--- config.mk ---
export PLATFORM = sky130hd
export DESIGN_NAME = crank_wheel_gen
export DESIGN_NICKNAME = d
export VERILOG_FILES = /design/src/rtl/crank_wheel_gen.sv
export SDC_FILE = /design/constraint.sdc
export NUM_CORES = 1
export LEC_CHECK = 0
export CELL_PAD_IN_SITES_DETAIL_PLACEMENT = 1
export CELL_PAD_IN_SITES_GLOBAL_PLACEMENT = 2
export CORE_MARGIN = 2
export CORE_UTILIZATION = 40
export CTS_CLUSTER_SIZE = 30
export DETAILED_ROUTE_END_ITERATION = 6
export PLACE_DENSITY_LB_ADDON = 0.2
export SETUP_SLACK_MARGIN = 0.3
export SLEW_MARGIN = 20
export SYNTH_ARGS = -nofsm -noshare
export SYNTH_HDL_FRONTEND = slang
export SYNTH_SLANG_ARGS = --single-unit
export TNS_END_PERCENT = 1
--- constraint.sdc ---
create_clock -name clk -period 8.04 [get_ports clk]
set_input_delay 0.804 -clock clk [delete_from_list [all_inputs] [get_ports clk]]
set_output_delay 0.804 -clock clk [all_outputs]
set_load 0.05 [all_outputs]
--- src/rtl/crank_wheel_gen.sv ---
`default_nettype none
// ============================================================================
// Module   : crank_wheel_gen
// Purpose  : Crank trigger-wheel (N-M) tooth waveform generator for sync/ECU
//            loopback stimulus; config applied only at revolution boundaries.
// Revision : 1.0 - initial release
// ============================================================================
module crank_wheel_gen #(
  parameter int TOOTH_W = 8,
  parameter int PER_W   = 24
) (
  input  logic               clk,
  input  logic               reset_n,
  input  logic               en,
  input  logic [TOOTH_W-1:0] total_teeth,
  input  logic [TOOTH_W-1:0] missing_teeth,
  input  logic [PER_W-1:0]   tooth_period,
  output logic               vr_out,
  output logic [TOOTH_W-1:0] tooth_index,
  output logic               in_gap,
  output logic               rev_strobe,
  output logic               running,
  output logic               cfg_err
);

  typedef enum logic [0:0] {
    ST_IDLE = 1'b0,
    ST_RUN  = 1'b1
  } state_t;

  localparam logic [TOOTH_W-1:0] C_N_MIN = TOOTH_W'(2);
  localparam logic [PER_W-1:0]   C_P_MIN = PER_W'(2);
  localparam logic [TOOTH_W-1:0] C_T_ONE = TOOTH_W'(1);
  localparam logic [PER_W-1:0]   C_P_ONE = PER_W'(1);

  state_t               r_state, w_state_nx;
  logic [PER_W-1:0]     r_ph, w_ph_nx;
  logic [TOOTH_W-1:0]   r_t, w_t_nx;
  logic [TOOTH_W-1:0]   r_n, w_n_nx;
  logic [TOOTH_W-1:0]   r_m, w_m_nx;
  logic [PER_W-1:0]     r_p, w_p_nx;
  logic                 r_cfg_err, w_cfg_err_nx;

  logic                 r_vr, r_gap, r_rev, r_run;
  logic [TOOTH_W-1:0]   r_idx;

  logic                 w_cfg_ok;
  logic [PER_W-1:0]     w_p_clamp;
  logic                 w_run_nx;
  logic                 w_present_nx;

  assign w_cfg_ok  = (total_teeth >= C_N_MIN) && (missing_teeth < total_teeth);
  assign w_p_clamp = (tooth_period < C_P_MIN) ? C_P_MIN : tooth_period;

  always_comb begin
    w_state_nx   = r_state;
    w_ph_nx      = r_ph;
    w_t_nx       = r_t;
    w_n_nx       = r_n;
    w_m_nx       = r_m;
    w_p_nx       = r_p;
    w_cfg_err_nx = r_cfg_err;
    case (r_state)
      ST_IDLE: begin
        w_ph_nx = '0;
        w_t_nx  = '0;
        if (en) begin
          if (w_cfg_ok) begin
            w_state_nx   = ST_RUN;
            w_n_nx       = total_teeth;
            w_m_nx       = missing_teeth;
            w_p_nx       = w_p_clamp;
            w_cfg_err_nx = 1'b0;
          end else begin
            w_cfg_err_nx = 1'b1;
          end
        end
      end
      ST_RUN: begin
        if (!en) begin
          w_state_nx = ST_IDLE;
          w_ph_nx    = '0;
          w_t_nx     = '0;
        end else if (r_ph == r_p - C_P_ONE) begin
          w_ph_nx = '0;
          if (r_t == r_n - C_T_ONE) begin
            // Revolution boundary: the only point where new config takes effect
            w_t_nx = '0;
            if (w_cfg_ok) begin
              w_n_nx = total_teeth;
              w_m_nx = missing_teeth;
              w_p_nx = w_p_clamp;
            end else begin
              w_state_nx   = ST_IDLE;
              w_cfg_err_nx = 1'b1;
            end
          end else begin
            w_t_nx = r_t + C_T_ONE;
          end
        end else begin
          w_ph_nx = r_ph + C_P_ONE;
        end
      end
      default: begin
        w_state_nx = ST_IDLE;
        w_ph_nx    = '0;
        w_t_nx     = '0;
      end
    endcase
  end

  // Outputs are decoded from next-state values so they register alongside it
  assign w_run_nx     = (w_state_nx == ST_RUN);
  assign w_present_nx = w_t_nx < (w_n_nx - w_m_nx);

  always_ff @(posedge clk or negedge reset_n) begin
    if (!reset_n) begin
      r_state   <= ST_IDLE;
      r_ph      <= '0;
      r_t       <= '0;
      r_n       <= '0;
      r_m       <= '0;
      r_p       <= '0;
      r_cfg_err <= 1'b0;
      r_vr      <= 1'b0;
      r_gap     <= 1'b0;
      r_rev     <= 1'b0;
      r_run     <= 1'b0;
      r_idx     <= '0;
    end else begin
      r_state   <= w_state_nx;
      r_ph      <= w_ph_nx;
      r_t       <= w_t_nx;
      r_n       <= w_n_nx;
      r_m       <= w_m_nx;
      r_p       <= w_p_nx;
      r_cfg_err <= w_cfg_err_nx;
      r_vr      <= w_run_nx && w_present_nx && (w_ph_nx < (w_p_nx >> 1));
      r_gap     <= w_run_nx && !w_present_nx;
      r_rev     <= w_run_nx && (w_t_nx == '0) && (w_ph_nx == '0);
      r_run     <= w_run_nx;
      r_idx     <= w_run_nx ? w_t_nx : '0;
    end
  end

  assign vr_out      = r_vr;
  assign tooth_index = r_idx;
  assign in_gap      = r_gap;
  assign rev_strobe  = r_rev;
  assign running     = r_run;
  assign cfg_err     = r_cfg_err;

endmodule
`default_nettype wire

==> results by group <==
Synthesis
  • Post-synth ARST share: 1.00
  • Cell count after synthesis: 683
  • Net Count, Synth: 774
  • Predominant post-synthesis flop cell: sky130_fd_sc_hd__dfrtp_1
  • Register area share after synthesis: 0.343
  • Count of yosys warnings during synthesis: 0
  • Number of register bits inferred by synthesis: 85
  • Post-Synthesis Mean Instance Area: 9.09 sq um
  • Number of distinct library cell variants in the gate-level netlist after synthesis: 64
  • Combined area of all synthesized cells: 0.00621 sq mm
  • Number of flops mapped to enable cells by yosys: 0

Critical path
  • WS Path Type: reg2reg
  • Slowest cell on crit path: sky130_fd_sc_hd__a2bb2oi_4
  • Critical Path Start: r_p[5]
  • Critical Path, Cell by Cell: nor3_1 > nand4_1 > nor4_1 > xnor2_1 > and4_1 > nand3_1 > a2bb2oi_4 > buf_4 > mux2_1 > ha_1 > fa_1 > nor2b_1 > o21ai_0 > nand2b_1 > a21o_1 > a21oi_1 > xor2_1 > ha_1 > a21o_1 > a21oi_1 > o21a_1 > a31oi_1 > a2111oi_2
  • Critical register-to-register path startpoint: r_p[5]
  • Kind of end point of the critical path: flop
  • Element type at the critical path start: flop
  • Stage delay of the slowest cell on the critical path: 690 ps
  • Crit path max fanout: 31
  • Required time at the worst-slack endpoint: 8280 ps
  • Critical path data arrival time: 7100 ps

STA
  • Minimum period implied by the final worst setup slack: 6870 ps
  • RSZ-0062 raised after global routing: no
  • Max-slew headroom at the worst pin: 0.305
  • Worst-margin pin slew: 1030 ps
  • Final clock period utilization by the worst path: 0.854
  • Maximum frequency from static timing analysis: 146 MHz
  • Number of hold-slack violations in the final timing report: 0
  • Number of slew-limit violations in the final report: 0
  • Setup clock skew after layout: 8.30 ps
  • Post-route setup TNS: 0 ps
  • Final hold slack: 367 ps
  • Final Setup Violations: 0

Clock tree
  • Clock Path Buffers: 2
  • Maximum level of the CTS H-tree: 3
  • Setup Fix Bufs, Post-CTS: 0
  • Clock latency at the later pin of the worst-skew pair: 350 ps
  • Register clock-pin slew on the reported worst setup and hold paths: 60 ps
  • Root Driver: sky130_fd_sc_hd__clkbuf_16
  • Number of resized instances in the post-cts repair step: 0
  • Hold buffer count at CTS: 0
  • CTS tree: built
  • Clock sink count: 85
  • Clock buffer count from CTS: 9

Cells and area
  • Layout filler cell count: 1,760
  • FF+latch area: 0.00213 sq mm
  • Net count reported at finish: 812
  • Number of cells in the finished layout apart from fillers: 912
  • Proportion of layout cells with a drive suffix above 1: 0.0414
  • Diode insertion count for antenna repair: 0
  • Area taken by multi-input logic gates: 0.00376 sq mm
  • Post-synthesis to final-layout area growth: 15.7%

Floorplanning
  • Chip Width: 129 um
  • Placement Rows: 45
  • Initial core utilization: 0.408
  • Floorplan die area: 0.0165 sq mm
  • Area of the placeable core: 0.0152 sq mm
  • Height of the chip: 129 um
  • Number of ports placed on the die boundary: 56

Place
  • Gpl congestion: 0.886
  • Port Buffer Count: 55
  • Total placed cells including tap cells: 898
  • Detailed Place HPWL: 14,800 um

Route
  • Number of search-and-repair iterations in the first detailed-routing pass: 4
  • Total Routed Length: 18,700 um
  • Post-route antenna net violation count: 0
  • Total DRC errors in the routed layout: 0
  • Avg WL per Cell: 20.5 um
  • Initial detailed-routing violation count: 285
  • Vias per std cell: 5.78
  • Vias after detailed routing: 5,269

Global routing
  • Wire length of the first global-routing pass: 30,200 um
  • Vias in the first global route: 5,500
  • Global Route Usage Sum: 0.237
  • Pin count of the biggest net entering global routing: 61
  • Initial antenna violation count: 0
  • Leftover overflow at the end of global routing: 0

Pwr
  • LEAKAGE: 3.33 nW
  • Peak ir drop on the vdd network: 0.000119 V
  • Cell area power density: 252 mW/mm^2

Hold path
  • Class of the tightest hold or removal check: in2async

Run
  • MaxCap Viol Count: 0

Status
  • Result of the run: finished clean
==> cells by family (layout without fill, tap and decap cells) <==
group / after synthesis / count (layout) / share of synthesized area
simple gates: 239 / 239 / 0.205
flops: 85 / 85 / 0.343
compound gates: 115 / 115 / 0.133
fa+ha+maj: 48 / 48 / 0.0980
mux: 35 / 35 / 0.0597
xor+xnor: 77 / 77 / 0.109
buf+inv: 84 / 125 / 0.0526
==> final cells by class <==
type	count	area share
Clock buffer	9	0.0314
Clock inverter	5	0.00749
Inverter	52	0.0272
Multi-Input combinational cell	514	0.524
Sequential cell	85	0.296
Tap cell	188	0.0328
Timing Repair Buffer	59	0.0805
==> metal layers <==
layer	vias to the layer above	global-route usage	part of all wire
li1	2520	-	-
met1	2645	0.352	0.51
met2	79	0.361	0.44
met3	25	0.0245	0.031
met4	0	0.0812	0.022
met5	-	0	0
==> through the flow <==
step                       util  cell area [sq um]  power (W)  worst slack (ps)
after floorplan               -               6210    0.00115              2580
after global placement    0.454               6900    0.00136              1440
after detailed placement  0.454               6900    0.00139              1220
after CTS                 0.472               7180    0.00182              1160
after global routing      0.472               7180    0.00194               587
final                     0.472               7180    0.00181              1170
==> worst paths after layout <==
path / endpoint / slack (ps) / cells after the start
setup reg to reg: vr_out / 1170 / 23
hold reg to reg: r_m[5] / 490 / 1
max in group asynchronous: running / 6540 / 2
hold / removal: r_ph[15] / 370 / 1
setup / recovery: vr_out / 1170 / 23
min in group clk: r_m[5] / 490 / 1
==> Yosys cell counts, drive strengths merged, types with 3 or more instances <==
cell | instances | area share
nand4 | 21 | 0.021
xnor2 | 38 | 0.054
clkbuf | 24 | 0.015
o21ai | 22 | 0.018
nor2 | 51 | 0.031
nand2b | 9 | 0.0091
or4 | 5 | 0.0060
nor4 | 18 | 0.019
a2111oi | 3 | 0.0062
o2bb2ai | 7 | 0.0099
a211o | 3 | 0.0042
mux2 | 16 | 0.029
nor2b | 5 | 0.0050
buf | 8 | 0.0067
or3 | 8 | 0.0089
o21bai | 5 | 0.0060
nand3 | 22 | 0.018
dfrtp | 85 | 0.34
o2111ai | 4 | 0.0056
ha | 47 | 0.095
a211oi | 4 | 0.0048
xor2 | 39 | 0.055
nand3b | 7 | 0.0085
a31oi | 5 | 0.0050
nor4b | 5 | 0.0071
inv | 52 | 0.031
nor3 | 26 | 0.022
o31ai | 5 | 0.0060
a21oi | 20 | 0.016
a21o | 15 | 0.018
mux2i | 19 | 0.031
and3 | 11 | 0.011
and4 | 4 | 0.0056
nand2 | 39 | 0.024
a41oi | 4 | 0.0056
==> critical path, delay by kind of cell (launching register included) <==
family | cells | cell delay [ps]
AND/OR/NAND/NOR | 7 | 2410
AO/OA/AOI/OAI | 9 | 1800
XOR/XNOR | 2 | 250
buffers and inverters | 1 | 490
flip-flops | 1 | 450
adder cells (fa/ha/maj) | 3 | 930
multiplexers | 1 | 390
==> cells in the final DEF, fill, tap and decap left out, types with 15 or more instances in the layout <==
cell / n
sky130_fd_sc_hd__nor2_1: 51
sky130_fd_sc_hd__dfrtp_1: 85
sky130_fd_sc_hd__xor2_1: 39
sky130_fd_sc_hd__nand2_1: 39
sky130_fd_sc_hd__inv_1: 51
sky130_fd_sc_hd__nand4_1: 21
sky130_fd_sc_hd__mux2i_1: 19
sky130_fd_sc_hd__clkdlybuf4s50_1: 54
sky130_fd_sc_hd__xnor2_1: 38
sky130_fd_sc_hd__o21ai_0: 16
sky130_fd_sc_hd__ha_1: 47
sky130_fd_sc_hd__nand3_1: 22
sky130_fd_sc_hd__nor3_1: 25
sky130_fd_sc_hd__mux2_1: 15
sky130_fd_sc_hd__nor4_1: 17
sky130_fd_sc_hd__a21oi_1: 20
sky130_fd_sc_hd__a21o_1: 15
==> flip-flops by register name, indices dropped and copies added, names as in the netlist, 8 cells and up <==
signal       cells
r_n              8
tooth_index      8
r_ph            24
r_p             24
r_m              8
r_t              8
==> power breakdown <==
| group | leakage (nW) | total [W] | internal (W) | switching, W |
|---|---|---|---|---|
| Combinational | 2.10 | 0.000748 | 0.000327 | 0.000421 |
| Sequential | 1.10 | 0.000647 | 0.000513 | 0.000134 |
| Clock | 0.141 | 0.000413 | 0.000236 | 0.000177 |
Power figures use the tool's default switching activity.
